## src/rtl/rr_resource_arbiter_if.sv

```systemverilog
// Request/grant bundle between requesters and the round-robin resource arbiter.
// The master side drives enable/requests, the slave (arbiter) drives grant outputs.
interface rr_resource_arbiter_if #(
    parameter int NUM_REQ = 4
);
    localparam int ID_W = $clog2(NUM_REQ);

    logic               en;
    logic [NUM_REQ-1:0] req;
    logic [NUM_REQ-1:0] gnt;
    logic               gnt_vld;
    logic [ID_W-1:0]    gnt_id;
    logic               preempt;

    modport master (output en, req, input gnt, gnt_vld, gnt_id, preempt);
    modport slave  (input en, req, output gnt, gnt_vld, gnt_id, preempt);
endinterface

```

## src/rtl/rr_resource_arbiter.sv

```systemverilog
// Round-robin owner arbiter for one shared resource with MAX_HOLD preemption.
// gnt_id feeds the resource mux select directly; every handover passes through IDLE.
module rr_resource_arbiter #(
    parameter int NUM_REQ  = 4,
    parameter int MAX_HOLD = 16
) (
    input  logic                clk,
    input  logic                rst,
    rr_resource_arbiter_if.slave bus
);
    localparam int ID_W = $clog2(NUM_REQ);
    localparam int HC_W = (MAX_HOLD > 0) ? $clog2(MAX_HOLD + 1) : 1;
    localparam logic [HC_W-1:0] HOLD_LAST = (MAX_HOLD > 0) ? HC_W'(MAX_HOLD - 1) : '0;
    localparam logic [ID_W-1:0] LAST_ID   = ID_W'(NUM_REQ - 1);
    localparam logic [ID_W:0]   N_EXT     = (ID_W+1)'(NUM_REQ);

    localparam logic [0:0] IDLE  = 1'b0;
    localparam logic [0:0] GRANT = 1'b1;

    logic [0:0]         r_state;
    logic [ID_W-1:0]    r_ptr;
    logic [HC_W-1:0]    r_hold_cnt;
    logic [NUM_REQ-1:0] r_gnt;
    logic               r_gnt_vld;
    logic [ID_W-1:0]    r_gnt_id;
    logic               r_preempt;

    logic [ID_W-1:0]    w_sel;
    logic               w_sel_vld;
    logic [ID_W:0]      w_cand;
    logic               w_own_req;
    logic               w_others;
    logic               w_timeout;
    logic [ID_W-1:0]    w_ptr_nxt;

    // Scan upward from ptr with wrap; the extra bit keeps ptr+k from overflowing.
    always_comb begin
        w_sel     = '0;
        w_sel_vld = 1'b0;
        w_cand    = '0;
        for (int k = 0; k < NUM_REQ; k++) begin
            w_cand = {1'b0, r_ptr} + (ID_W+1)'(k);
            if (w_cand >= N_EXT)
                w_cand = w_cand - N_EXT;
            if (!w_sel_vld && bus.req[w_cand[ID_W-1:0]]) begin
                w_sel     = w_cand[ID_W-1:0];
                w_sel_vld = 1'b1;
            end
        end
    end

    assign w_own_req = bus.req[r_gnt_id];
    assign w_others  = |(bus.req & ~r_gnt);
    assign w_timeout = (MAX_HOLD != 0) && (r_hold_cnt == HOLD_LAST);
    assign w_ptr_nxt = (r_gnt_id == LAST_ID) ? '0 : r_gnt_id + ID_W'(1);

    always_ff @(posedge clk) begin
        if (rst) begin
            r_state    <= IDLE;
            r_ptr      <= '0;
            r_hold_cnt <= '0;
            r_gnt      <= '0;
            r_gnt_vld  <= 1'b0;
            r_gnt_id   <= '0;
            r_preempt  <= 1'b0;
        end else begin
            r_preempt <= 1'b0;
            case (r_state)
                IDLE: begin
                    if (bus.en && w_sel_vld) begin
                        r_gnt      <= {{(NUM_REQ-1){1'b0}}, 1'b1} << w_sel;
                        r_gnt_vld  <= 1'b1;
                        r_gnt_id   <= w_sel;
                        r_hold_cnt <= '0;
                        r_state    <= GRANT;
                    end
                end
                GRANT: begin
                    // Release outranks timeout, so preempt only flags a still-requesting owner.
                    if (!w_own_req || (w_timeout && w_others)) begin
                        r_gnt     <= '0;
                        r_gnt_vld <= 1'b0;
                        r_ptr     <= w_ptr_nxt;
                        r_preempt <= w_own_req;
                        r_state   <= IDLE;
                    end else if (MAX_HOLD != 0 && r_hold_cnt != HOLD_LAST) begin
                        r_hold_cnt <= r_hold_cnt + HC_W'(1);
                    end
                end
                default: r_state <= IDLE;
            endcase
        end
    end

    assign bus.gnt     = r_gnt;
    assign bus.gnt_vld = r_gnt_vld;
    assign bus.gnt_id  = r_gnt_id;
    assign bus.preempt = r_preempt;
endmodule

```

## src/flat_wrapper.sv

```systemverilog
// flat-port wrapper written by rule: the top's interface ports become plain ports
module rr_resource_arbiter_flat 
#(
    parameter int NUM_REQ  = 4,
    parameter int MAX_HOLD = 16
)
  (clk, rst, bus_en, bus_req, bus_gnt, bus_gnt_vld, bus_gnt_id, bus_preempt);
  rr_resource_arbiter_if #(.NUM_REQ(NUM_REQ)) bus_i ();
  input  logic clk;
  input  logic rst;
  input wire logic [$bits(bus_i.en)-1:0] bus_en;
  input wire logic [$bits(bus_i.req)-1:0] bus_req;
  output wire logic [$bits(bus_i.gnt)-1:0] bus_gnt;
  output wire logic [$bits(bus_i.gnt_vld)-1:0] bus_gnt_vld;
  output wire logic [$bits(bus_i.gnt_id)-1:0] bus_gnt_id;
  output wire logic [$bits(bus_i.preempt)-1:0] bus_preempt;
  assign bus_i.en = bus_en;
  assign bus_i.req = bus_req;
  assign bus_gnt = bus_i.gnt;
  assign bus_gnt_vld = bus_i.gnt_vld;
  assign bus_gnt_id = bus_i.gnt_id;
  assign bus_preempt = bus_i.preempt;
  rr_resource_arbiter #(.NUM_REQ(NUM_REQ), .MAX_HOLD(MAX_HOLD)) u_core (.clk(clk), .rst(rst), .bus(bus_i));
endmodule
```

## config.mk

```make
export PLATFORM = sky130hd
export DESIGN_NAME = rr_resource_arbiter_flat
export DESIGN_NICKNAME = d
export VERILOG_FILES = /design/src/rtl/rr_resource_arbiter_if.sv /design/src/rtl/rr_resource_arbiter.sv /design/src/flat_wrapper.sv
export SDC_FILE = /design/constraint.sdc
export NUM_CORES = 1
export LEC_CHECK = 0
export CAP_MARGIN = 20
export CORE_UTILIZATION = 54
export CTS_BUF_LIST = sky130_fd_sc_hd__clkbuf_8
export DETAILED_ROUTE_END_ITERATION = 12
export GPL_TIMING_DRIVEN = 0
export PLACE_DENSITY_LB_ADDON = 0.12
export SYNTH_ARGS = -nofsm -noshare
export SYNTH_HDL_FRONTEND = slang
export SYNTH_SLANG_ARGS = --single-unit
```

## constraint.sdc

```tcl
create_clock -name clk -period 1.8 [get_ports clk]
set_clock_uncertainty 0.05 [all_clocks]
set_input_delay 0.54 -clock clk [delete_from_list [all_inputs] [get_ports clk]]
set_output_delay 0.54 -clock clk [all_outputs]
set_load 0.05 [all_outputs]
```

# After elaboration in Yosys (flattened, before gate mapping)
# Index checks and enable logic that the tools add are counted.
[word_totals] regBits=16 word_cells=89 out_inout_bits=8
[classes] shift=1 mux=36 n_reduce_logical=16 order_cmp=9 addsub=9 n_bitwise=4 n_eq_ne=7
[op_table] operator="$mux 2" count=9
[op_table] operator="$lt 2x3->1 const B" count=5
[op_table] operator="$mux 5" count=3
[op_table] operator="$mux 1" count=13
[op_table] operator="$bmux 1 s2" count=5
[op_table] operator="$pmux 5 s2" count=1
[op_table] operator="$ge 3x3->1 const B" count=3
[op_table] operator="$mux 4" count=2
[op_table] operator="$pmux 4 s2" count=1
[op_table] operator="$sub 2x1->2 const B" count=4
[op_table] operator="$add 2x2->3 const B" count=2
[op_table] operator="$ne 2x2->1 const B" count=3
[op_table] operator="$reduce_and 2->1" count=3
[op_table] operator="$add 5x1->5 const B" count=1
[op_table] operator="$eq 5x4->1 const B" count=1
[op_table] operator="$logic_and 1x1->1" count=5
[op_table] operator="$ne 5x4->1 const B" count=1
[op_table] operator="$and 4x4->4" count=1
[op_table] operator="$logic_not 1->1" count=4
[op_table] operator="$not 4->4" count=1
[op_table] operator="$pmux 1 s2" count=2
[op_table] operator="$reduce_or 4->1" count=1
[op_table] operator="$shl 1x2->4 const A" count=1
[op_table] operator="$add 2x1->3 const B" count=1
[op_table] operator="other kinds (8)" count=9

# Depth between registers and ports, before layout
# Gate-level depths: netlist (run 1).
[logic_depth] depth_word=17 depth_mapped=7

# Worst setup path after synthesis (run 1)
# No wires, ideal clock.
[synth_timing] path_type="register to register" startpoint="register u_core.r_gnt_id[0], in the netlist u_core.bus.gnt_id[0]" endpoint="register u_core.r_hold_cnt[2]" t_arrival_ps=1663 path_buffers=0 stages_incl_launch_ff=5 required_time_ps=1619 setup_slack_ps=-44 period_less_slack_ps=1844 cell_sequence="dfxtp_1 -> mux4_2 -> nand3_1 -> xor2_1 -> nor3_1"
[synth_via] elab_chain_cells=6
[synth_rtl] item="start, declared" line_no="rr_resource_arbiter.sv:25" source="logic [ID_W-1:0] r_gnt_id;"
[synth_rtl] item="start signal, assigned" line_no="rr_resource_arbiter.sv:73" source="r_gnt_id <= w_sel;"
[synth_rtl] item="$bmux 1 s2" line_no="rr_resource_arbiter.sv:52" source="assign w_own_req = bus.req[r_gnt_id];"
[synth_rtl] item="$mux 1 (implied by the code)" line_no="rr_resource_arbiter.sv:52"
[synth_rtl] item="$logic_not 1->1" line_no="rr_resource_arbiter.sv:80" source="if (!w_own_req || (w_timeout && w_others)) begin"
[synth_rtl] item="$logic_or 1x1->1" line_no="rr_resource_arbiter.sv:80"
[synth_rtl] item="$ne 2x2->1 (no line)"
[synth_rtl] item="$reduce_and 3->1 (no line)"
[synth_rtl] item="end signal, assigned" line_no="rr_resource_arbiter.sv:87" source="r_hold_cnt <= r_hold_cnt + HC_W'(1);"
[synth_rtl] item="end, declared" line_no="rr_resource_arbiter.sv:22" source="logic [HC_W-1:0] r_hold_cnt;"
# No other way between the ends. The select of a mux whose other input is x is not followed.
# A chain may end at the register's enable or synchronous reset.

# Final worst setup path (run 1)
[layout_timing] startpoint="register u_core.r_gnt[3], in the netlist u_core.bus.gnt[3]" endpoint="output port bus_gnt[3]"
[layout_lines] item="start, declared" line_no="rr_resource_arbiter.sv:23" source="logic [NUM_REQ-1:0] r_gnt;"
[layout_lines] item="start signal, assigned" line_no="rr_resource_arbiter.sv:71" source="r_gnt <= {{(NUM_REQ-1){1'b0}}, 1'b1} << w_sel;"
[layout_lines] item="end, declared" line_no="flat_wrapper.sv:13" source="output wire logic [$bits(bus_i.gnt)-1:0] bus_gnt;"
# No word-level cell between the ends.

==> results of run 1 <==
==> through the flow <==
step	TNS [ps]	instance area [um2]	setup slack, ps
final	0	1155	45.64
after global routing	-17.55	1155	-10.67
after CTS	0	1146	19.01
after detailed placement	-6552	1087	-463.1
after global placement	-5831	1087	-411.3
after floorplan	0	937.1	135.7
==> timing repair <==
| action | 4_1_cts | 5_1_grt |
|---|---|---|
| buffers inserted | 0 | 2 |
| endpoints found under the setup margin | 24 | 15 |
| resized for setup | 17 | 12 |
| cloned | 0 | 0 |
| pin swaps | 1 | 1 |
==> path summary, 6_finish.rpt <==
path / from / endpoint / slack, ps / cells past startpoint
worst max-delay path: u_core.bus.gnt[3] / bus_gnt[3] / 50 / 1
worst min-delay path: u_core.bus.gnt_vld / u_core.bus.gnt_vld / 420 / 2
worst max register to register: u_core.r_hold_cnt[0] / u_core.r_hold_cnt[0] / 50 / 7
worst min register to register: u_core.bus.gnt_vld / u_core.bus.gnt_vld / 420 / 2
==> layout by cell type (no fill, tap or decap), types with 2 or more instances in the layout <==
cell type	netlist	final
nor2b_2	2	2
a21oi_1	6	6
o21ai_1	2	2
and2_1	3	2
dfxtp_2	0	2
ha_1	3	2
xor2_1	2	2
nand2_1	3	3
nand3_1	8	8
nand3b_1	5	5
nand2b_1	2	2
o32ai_1	2	2
buf_4	0	2
and3_1	2	2
nor2_1	3	3
clkbuf_2	0	4
o41ai_1	2	2
dlygate4sd2_1	0	7
dfxtp_1	16	14
mux2i_1	2	2
nand4b_1	3	3
clkbuf_8	0	4
nand2_2	2	2
nor3_1	2	2
nor2b_1	7	7
o22ai_1	2	2
o21ai_0	2	2
==> power groups by stage <==
| stage | clock (W) | sequential, W | combinational (W) |
|---|---|---|---|
| detailed placement | 0 | 0.000398 | 0.000185 |
| finish | 0.000321 | 0.000391 | 0.000187 |
| floorplan | 0 | 0.000431 | 0.0000886 |
| global placement | 0 | 0.000398 | 0.000180 |
| global route | 0.000335 | 0.000395 | 0.000201 |
| CTS | 0.000326 | 0.000391 | 0.000181 |
==> state kept, by name, summed over array words and instances (netlist names) <==
| name | flops |
|---|---|
| u_core.bus.gnt | 4 |
| u_core.bus.gnt_id | 2 |
| u_core.bus.gnt_vld | 1 |
| u_core.bus.preempt | 1 |
| u_core.r_hold_cnt | 5 |
| u_core.r_ptr | 2 |
| u_core.r_state | 1 |
==> cell type report <==
cell class                      count  area, um2
Clock buffer                        4      55.05
Tap cell                           16      20.02
Inverter                            1      3.754
Buffer                              3      15.01
Fill cell                         122      404.1
Sequential cell                    16      322.8
Timing Repair Buffer               15      117.6
Multi-Input combinational cell     81      620.6
==> metal layers <==
metal	up-vias	routed length, um	GRT usage [%]
met4	0	36	9.375
li1	426	-	-
met5	-	0	0
met3	6	168	4.167
met1	419	1050	34.55
met2	32	1016	46.57
==> cells by family (layout without fill, tap and decap cells) <==
kind of cell             Yosys count  count (layout)  synth area share, %
AO/OA/AOI/OAI                     24              24                19.92
XOR/XNOR                           2               2                1.872
adder cells (fa/ha/maj)            3               3                4.011
buffers and inverters              4              23                1.736
flip-flops                        16              16                34.22
multiplexers                       3               3                4.545
AND/OR/NAND/NOR                   49              49                33.69
==> key figures, run 1 <==
GRT
  – First-pass GRT wire length: around 3800 um
  – Grt total ovfl: 0
  – Initial antenna violation count: 0
  – Largest net degree at the start of global routing: 11
  – Vias in the first global route: 859
  – GR Util All Layers: 27.17%

Floorplan
  – Core area: ~1600 um2
  – Ports: 15
  – Starting Density: about three fifths
  – Die X-Extent: 43.63 um
  – Die area: ~1900 um2
  – Die H: between 40 and 50 um
  – # rows: 14

Route
  – DRT Pass-1 Iters: 8
  – Drt via density: between 6 and 7
  – Iter 0 DRT Violations: 19
  – DR DRC count: 2
  – WL final: roughly 2300 um
  – WL/cell: 16.70 um
  – Vias: approximately 880
  – Remaining antenna violation count: 0

Logic synthesis
  – Synth async-reset ratio: 0%
  – Mapped Area: just over 900 um2
  – #FFs+latches synth: 16
  – Number of synthesized flops with an enable pin: 0
  – Area contributors post-synth: dfxtp_1 (34%), nor2b_1 (4.7%), nand3_1 (4.3%), ha_1 (4.0%), nand3b_1 (4.0%)
  – Synthesized instance count: just over 100
  – Synth Area per Inst: roughly 9.3 um2
  – Sequential share of the synthesized area: roughly 34%
  – Synth cell count leaders: dfxtp_1 (16), nand3_1 (8), nor2b_1 (7)
  – Synth Flop Type: dfxtp_1
  – Most frequent cell after synthesis: dfxtp_1
  – Post-Syn Nets: 111
  – Cell type with the largest total area after synthesis: dfxtp_1
  – Unique cell type count in the Yosys netlist: 42
  – Yosys top cell area share: between 30 and 40%
  – Warnings from Yosys: 0

STA
  – Minimum clock period: 1754 ps
  – Hold_ws: around 420 ps
  – Max-slew violations: 0
  – Peak Freq: about 570 MHz
  – Setup Viol. Count Final: 0
  – Final hold vios: 0
  – Slew @ Worst Pin: ~490 ps
  – Tcrit/Tclk final: between 90% and 100%
  – Rel. slew slack: between 60 and 70%

Power and ir drop
  – Clock share of power: between 30% and 40%
  – Int Power: 0.0006329 W
  – Power consumption: between 0.0009 and 0.001 W
  – Sw frac: approximately 30%
  – Net Switching: ~0.00027 W
  – Sequential share of power: between 40% and 50%
  – Leakage power: roughly 0.44 nW
  – Logic pwr share: about a fifth
  – Maximum vdd ir drop: between 0.6 and 0.7 mV
  – Pwr/cell area: around 800 nW/um2

Clock tree
  – Clock Latency Late Sink: approximately 250 ps
  – H-tree depth: 1
  – # hold bufs at CTS: 0
  – Clk buf depth: 2
  – CTS Sinks: 16
  – CTS tree: done
  – Clk root buf: clkbuf_8
  – Cts bufs inserted: 3
  – Worst-path clk slew: ~60 ps

Finish
  – Non-filler cells, final: between 100 and 150
  – Nets: approximately 130
  – Share of cells above drive strength 1: approximately a fifth
  – Antenna cells: 0
  – Synthesis-to-layout area growth: 23.40%
  – Final core area utilization: around 74%

Place
  – Placer Congestion: around 0.8
  – Post-DP HPWL: around 1600 um
  – # port buffers: 13
  – Placed Instances: between 100 and 150

Outcome
  – Failing checks: DRC
  – Status: finished with violations

Job
  – Max cap viols: 0

Critical path
  – Arrival time worst endpoint: roughly 1200 ps
  – Kind of critical path: register to primary output
  – CP Launch Type: register
  – Slowest cell delay on critical path: 540 ps
  – CP top delay family: buffers and inverters
  – CP Capture Type: primary output
  – Worst Path Max Fanout: 3
  – CP Cell Sequence: dlygate4sd2_1
  – Slowest CP cell: dlygate4sd2_1
  – Crit path buffers/inverters: 1
  – Crit path required time: about 1200 ps

Worst hold path
  – Class of the worst hold path: register to register
Note: power is estimated with default switching activity, not from simulation.
==> run 2: changes to the inputs <==
--- a/config.mk
+++ b/config.mk
@@ -6,11 +6,14 @@
 export NUM_CORES = 1
 export LEC_CHECK = 0
 export CAP_MARGIN = 20
-export CORE_UTILIZATION = 54
+export CELL_PAD_IN_SITES_DETAIL_PLACEMENT = 1
+export CELL_PAD_IN_SITES_GLOBAL_PLACEMENT = 2
+export CORE_UTILIZATION = 36
 export CTS_BUF_LIST = sky130_fd_sc_hd__clkbuf_8
 export DETAILED_ROUTE_END_ITERATION = 12
 export GPL_TIMING_DRIVEN = 0
 export PLACE_DENSITY_LB_ADDON = 0.12
+export SLEW_MARGIN = 20
 export SYNTH_ARGS = -nofsm -noshare
 export SYNTH_HDL_FRONTEND = slang
 export SYNTH_SLANG_ARGS = --single-unit
==> constraint.sdc (replaced) <==
create_clock -name clk -period 2.1 [get_ports clk]
set_clock_uncertainty 0.05 [all_clocks]
set_input_delay 0.63 -clock clk [delete_from_list [all_inputs] [get_ports clk]]
set_output_delay 0.63 -clock clk [all_outputs]
set_load 0.05 [all_outputs]
==> run 2 against run 1 <==
  * The flow now finishes without violations
  * Worst hold slack lost 2.2 ps
  * Final area grew 1.7%
  * Sequential power shrank 14%
  * Flip-flop and latch count is the same
  * Clock power shrank 29%
  * Sequential share of layout area shrank 0.69 points
  * Die area grew 47%
  * Critical endpoint is now bus_gnt_vld
  * Largest cell class unchanged
==> key figures, run 2 (synthesis gave the netlist of run 1 again) <==
Outcome
  – Status: complete, no violations (was finished with violations)

Route
  – Drt via density: 5.899 (was 6.493)
  – DR DRC count: 0 (was 2)
  – Iter 0 DRT Violations: 6 (was 19)
  – Met3 routed WL: 65 um (was 168 um)
  – Top layer used by detailed routing: met4 (unchanged)
  – WL final: 2492 um (was 2271 um)
  – Metal1 wirelength: 1222 um (was 1050 um)
  – DRT Pass-1 Iters: 4 (was 8)
  – WL/cell: 16.84 um (was 16.70 um)
  – Vias: 873 (was 883)
  – Met2 wire length: 1178 um (was 1016 um)
  – Remaining antenna violation count: 0 (unchanged)

Critical path
  – Crit path required time: 1420 ps (was 1210 ps)
  – R2r startpoint: u_core.r_hold_cnt[0] (unchanged)
  – Reg-to-Reg End: u_core.r_hold_cnt[0] (unchanged)
  – Slowest CP cell: clkdlybuf4s50_1 (was dlygate4sd2_1)
  – Arrival time worst endpoint: 1370 ps (was 1160 ps)
  – Slowest cell delay on critical path: 800 ps (was 540 ps)
  – Worst Path Max Fanout: 2 (was 3)
  – CP Capture Type: primary output (unchanged)
  – Worst R2R Path Depth: 7 (unchanged)
  – CP top delay family: buffers and inverters (unchanged)
  – CP Cell Sequence: clkdlybuf4s50_1 (was dlygate4sd2_1)
  – Kind of critical path: register to primary output (unchanged)
  – Crit path buffers/inverters: 1 (unchanged)
  – CP Launch Type: register (unchanged)
  – R2r setup slk: 340 ps (was 50 ps)

Clock tree
  – H-tree depth: 1 (unchanged)
  – Clock Latency Late Sink: 250 ps (about the same)
  – CTS tree: done (unchanged)
  – Clk root buf: clkbuf_8 (unchanged)
  – Cts bufs inserted: 3 (unchanged)
  – # hold bufs at CTS: 0 (unchanged)
  – CTS Sinks: 16 (unchanged)
  – Worst-path clk slew: 60 ps (about the same)
  – Clk buf depth: 2 (unchanged)

Worst hold path
  – Class of the worst hold path: register to register (unchanged)
  – WHS Endpoint: u_core.r_hold_cnt[4] (was u_core.bus.gnt_vld)
  – Hold Path Stages: 2 (unchanged)
  – Min-delay src: u_core.r_hold_cnt[4] (was u_core.bus.gnt_vld)

Floorplan
  – # rows: 18 (was 14)
  – Core area: 2477 um2 (was 1559 um2)
  – Die area: 2807 um2 (was 1904 um2)
  – Die H: 52.99 um (was 43.63 um)
  – Ports: 15 (unchanged)
  – Starting Density: 37.78% (was 60.03%)
  – Die X-Extent: 52.99 um (was 43.63 um)

STA
  – Post-route setup TNS: 0 ps (unchanged)
  – RSZ-0062 raised after global routing: false
  – Final hold vios: 0 (unchanged)
  – Minimum clock period: roughly 2100 ps
  – Tcrit/Tclk final: roughly 98%
  – Slew @ Worst Pin: 502.1 ps (was 491.4 ps)
  – Max-slew violations: 0 (unchanged)
  – Setup Viol. Count Final: 0 (unchanged)
  – Rel. slew slack: 66.66% (was 67.37%)
  – Peak Freq: just under 500 MHz

Finish
  – Final core area utilization: 47.42% (was 74.08%)
  – Max reg flops: 5 (unchanged)
  – Commonest non-fill, non-tap cell in the layout: dfxtp_1 (unchanged)
  – Antenna cells: 0 (unchanged)
  – Non-filler cells, final: 148 (was 136)
  – Nets: 130 (was 131)
  – Synthesis-to-layout area growth: 25.54% (was 23.40%)
  – Reg with most FFs: u_core.r_hold_cnt (unchanged)
  – Most frequent cells in the layout: dfxtp_1 (16), nand3_1 (8), a21oi_1 (6), dlygate4sd2_1 (6) (was dfxtp_1 (14), nand3_1 (8), nor2b_1 (7), dlygate4sd2_1 (7), a21oi_1 (6))
  – Share of cells above drive strength 1: 12.71% (was 20.83%)

GRT
  – Initial antenna violation count: 0 (unchanged)
  – Largest net degree at the start of global routing: 11 (unchanged)
  – GR Util All Layers: 19.76% (was 27.17%)
  – First-pass GRT wire length: 3933 um (was 3843 um)
  – Grt total ovfl: 0 (unchanged)
  – Vias in the first global route: 806 (was 859)

Power and ir drop
  – Leakage power: 0.4627 nW (was 0.4405 nW)
  – Maximum vdd ir drop: 0.3415 mV (was 0.6682 mV)
  – Power consumption: 0.0007295 W (was 0.0009003 W)
  – Pwr/cell area: 620.9 nW/um2 (was 779.5 nW/um2)

Place
  – Post-DP HPWL: 1810 um (was 1603 um)
  – Placer Congestion: 0.7256 (was 0.7990)
  – Placed Instances: 144 (was 130)
  – # port buffers: 13 (unchanged)

Job
  – Max cap viols: 0 (unchanged)
run 2: changes by cell type in the layout (fill, tap and decap cells not counted), moves of 2 or more:
| cell | change |
|---|---|
| clkbuf_2 | -4 |
| dlymetal6s2s_1 | +4 |
| clkdlybuf4s50_1 | +2 |
| dfxtp_1 | +2 |
| dfxtp_2 | -2 |
| nor2b_1 | -2 |
| nor2b_2 | +2 |
run 2: worst max path at each step:
stage                          from              endpoint  slack [ps]  cells after the start
4_1_cts                  bus_req[0]     u_core.bus.gnt[3]          -8                      6
3_3_place_gp             bus_req[1]     u_core.bus.gnt[1]        -260                      5
5_1_grt          u_core.bus.gnt_vld           bus_gnt_vld           4                      1
3_5_place_dp             bus_req[0]     u_core.bus.gnt[3]        -260                      6
2_1_floorplan  u_core.bus.gnt_id[0]  u_core.r_hold_cnt[2]         260                      4
6_report         u_core.bus.gnt_vld           bus_gnt_vld          50                      1
run 2: per-stage QoR:
step | worst slack, ps | hold slack (ps) | area [um2]
2_1_floorplan | 256.0 | 397.9 | 935.9
3_3_place_gp | -261.9 | 402.5 | 1104
3_5_place_dp | -258.4 | 412.7 | 1104
4_1_cts | -7.800 | 421.2 | 1137
5_1_grt | 3.979 | 439.3 | 1175
6_report | 45.82 | 415.3 | 1175
run 2: layer usage:
metal	vias up	track usage (%)
met2	13	31.01
met1	436	28.10
met4	0	5.263
li1	420	-
met5	-	0
met3	4	2.586
run 2: what timing repair did:
item,in CTS,in global routing
setup buffers,0,1
endpoints found under the setup margin,11,15
pin swaps,0,1
cloned,0,0
gates resized for setup,6,9
run 2: where the power goes:
| group | switching [W] | internal [W] |
|---|---|---|
| clock | 0.000101 | 0.000127 |
| combinational | 0.000104 | 0.0000607 |
| sequential | 0.0000185 | 0.000318 |
| total | 0.000224 | 0.000506 |
run 2: final cells by class:
class	count	area, um2
plain buffers	3	12.51
clock buffers	3	41.29
fillers	292	1303
inverters	1	3.754
multi-input cells	81	619.3
flip-flops and latches	16	320.3
well taps	30	37.54
repair buffers	14	140.1
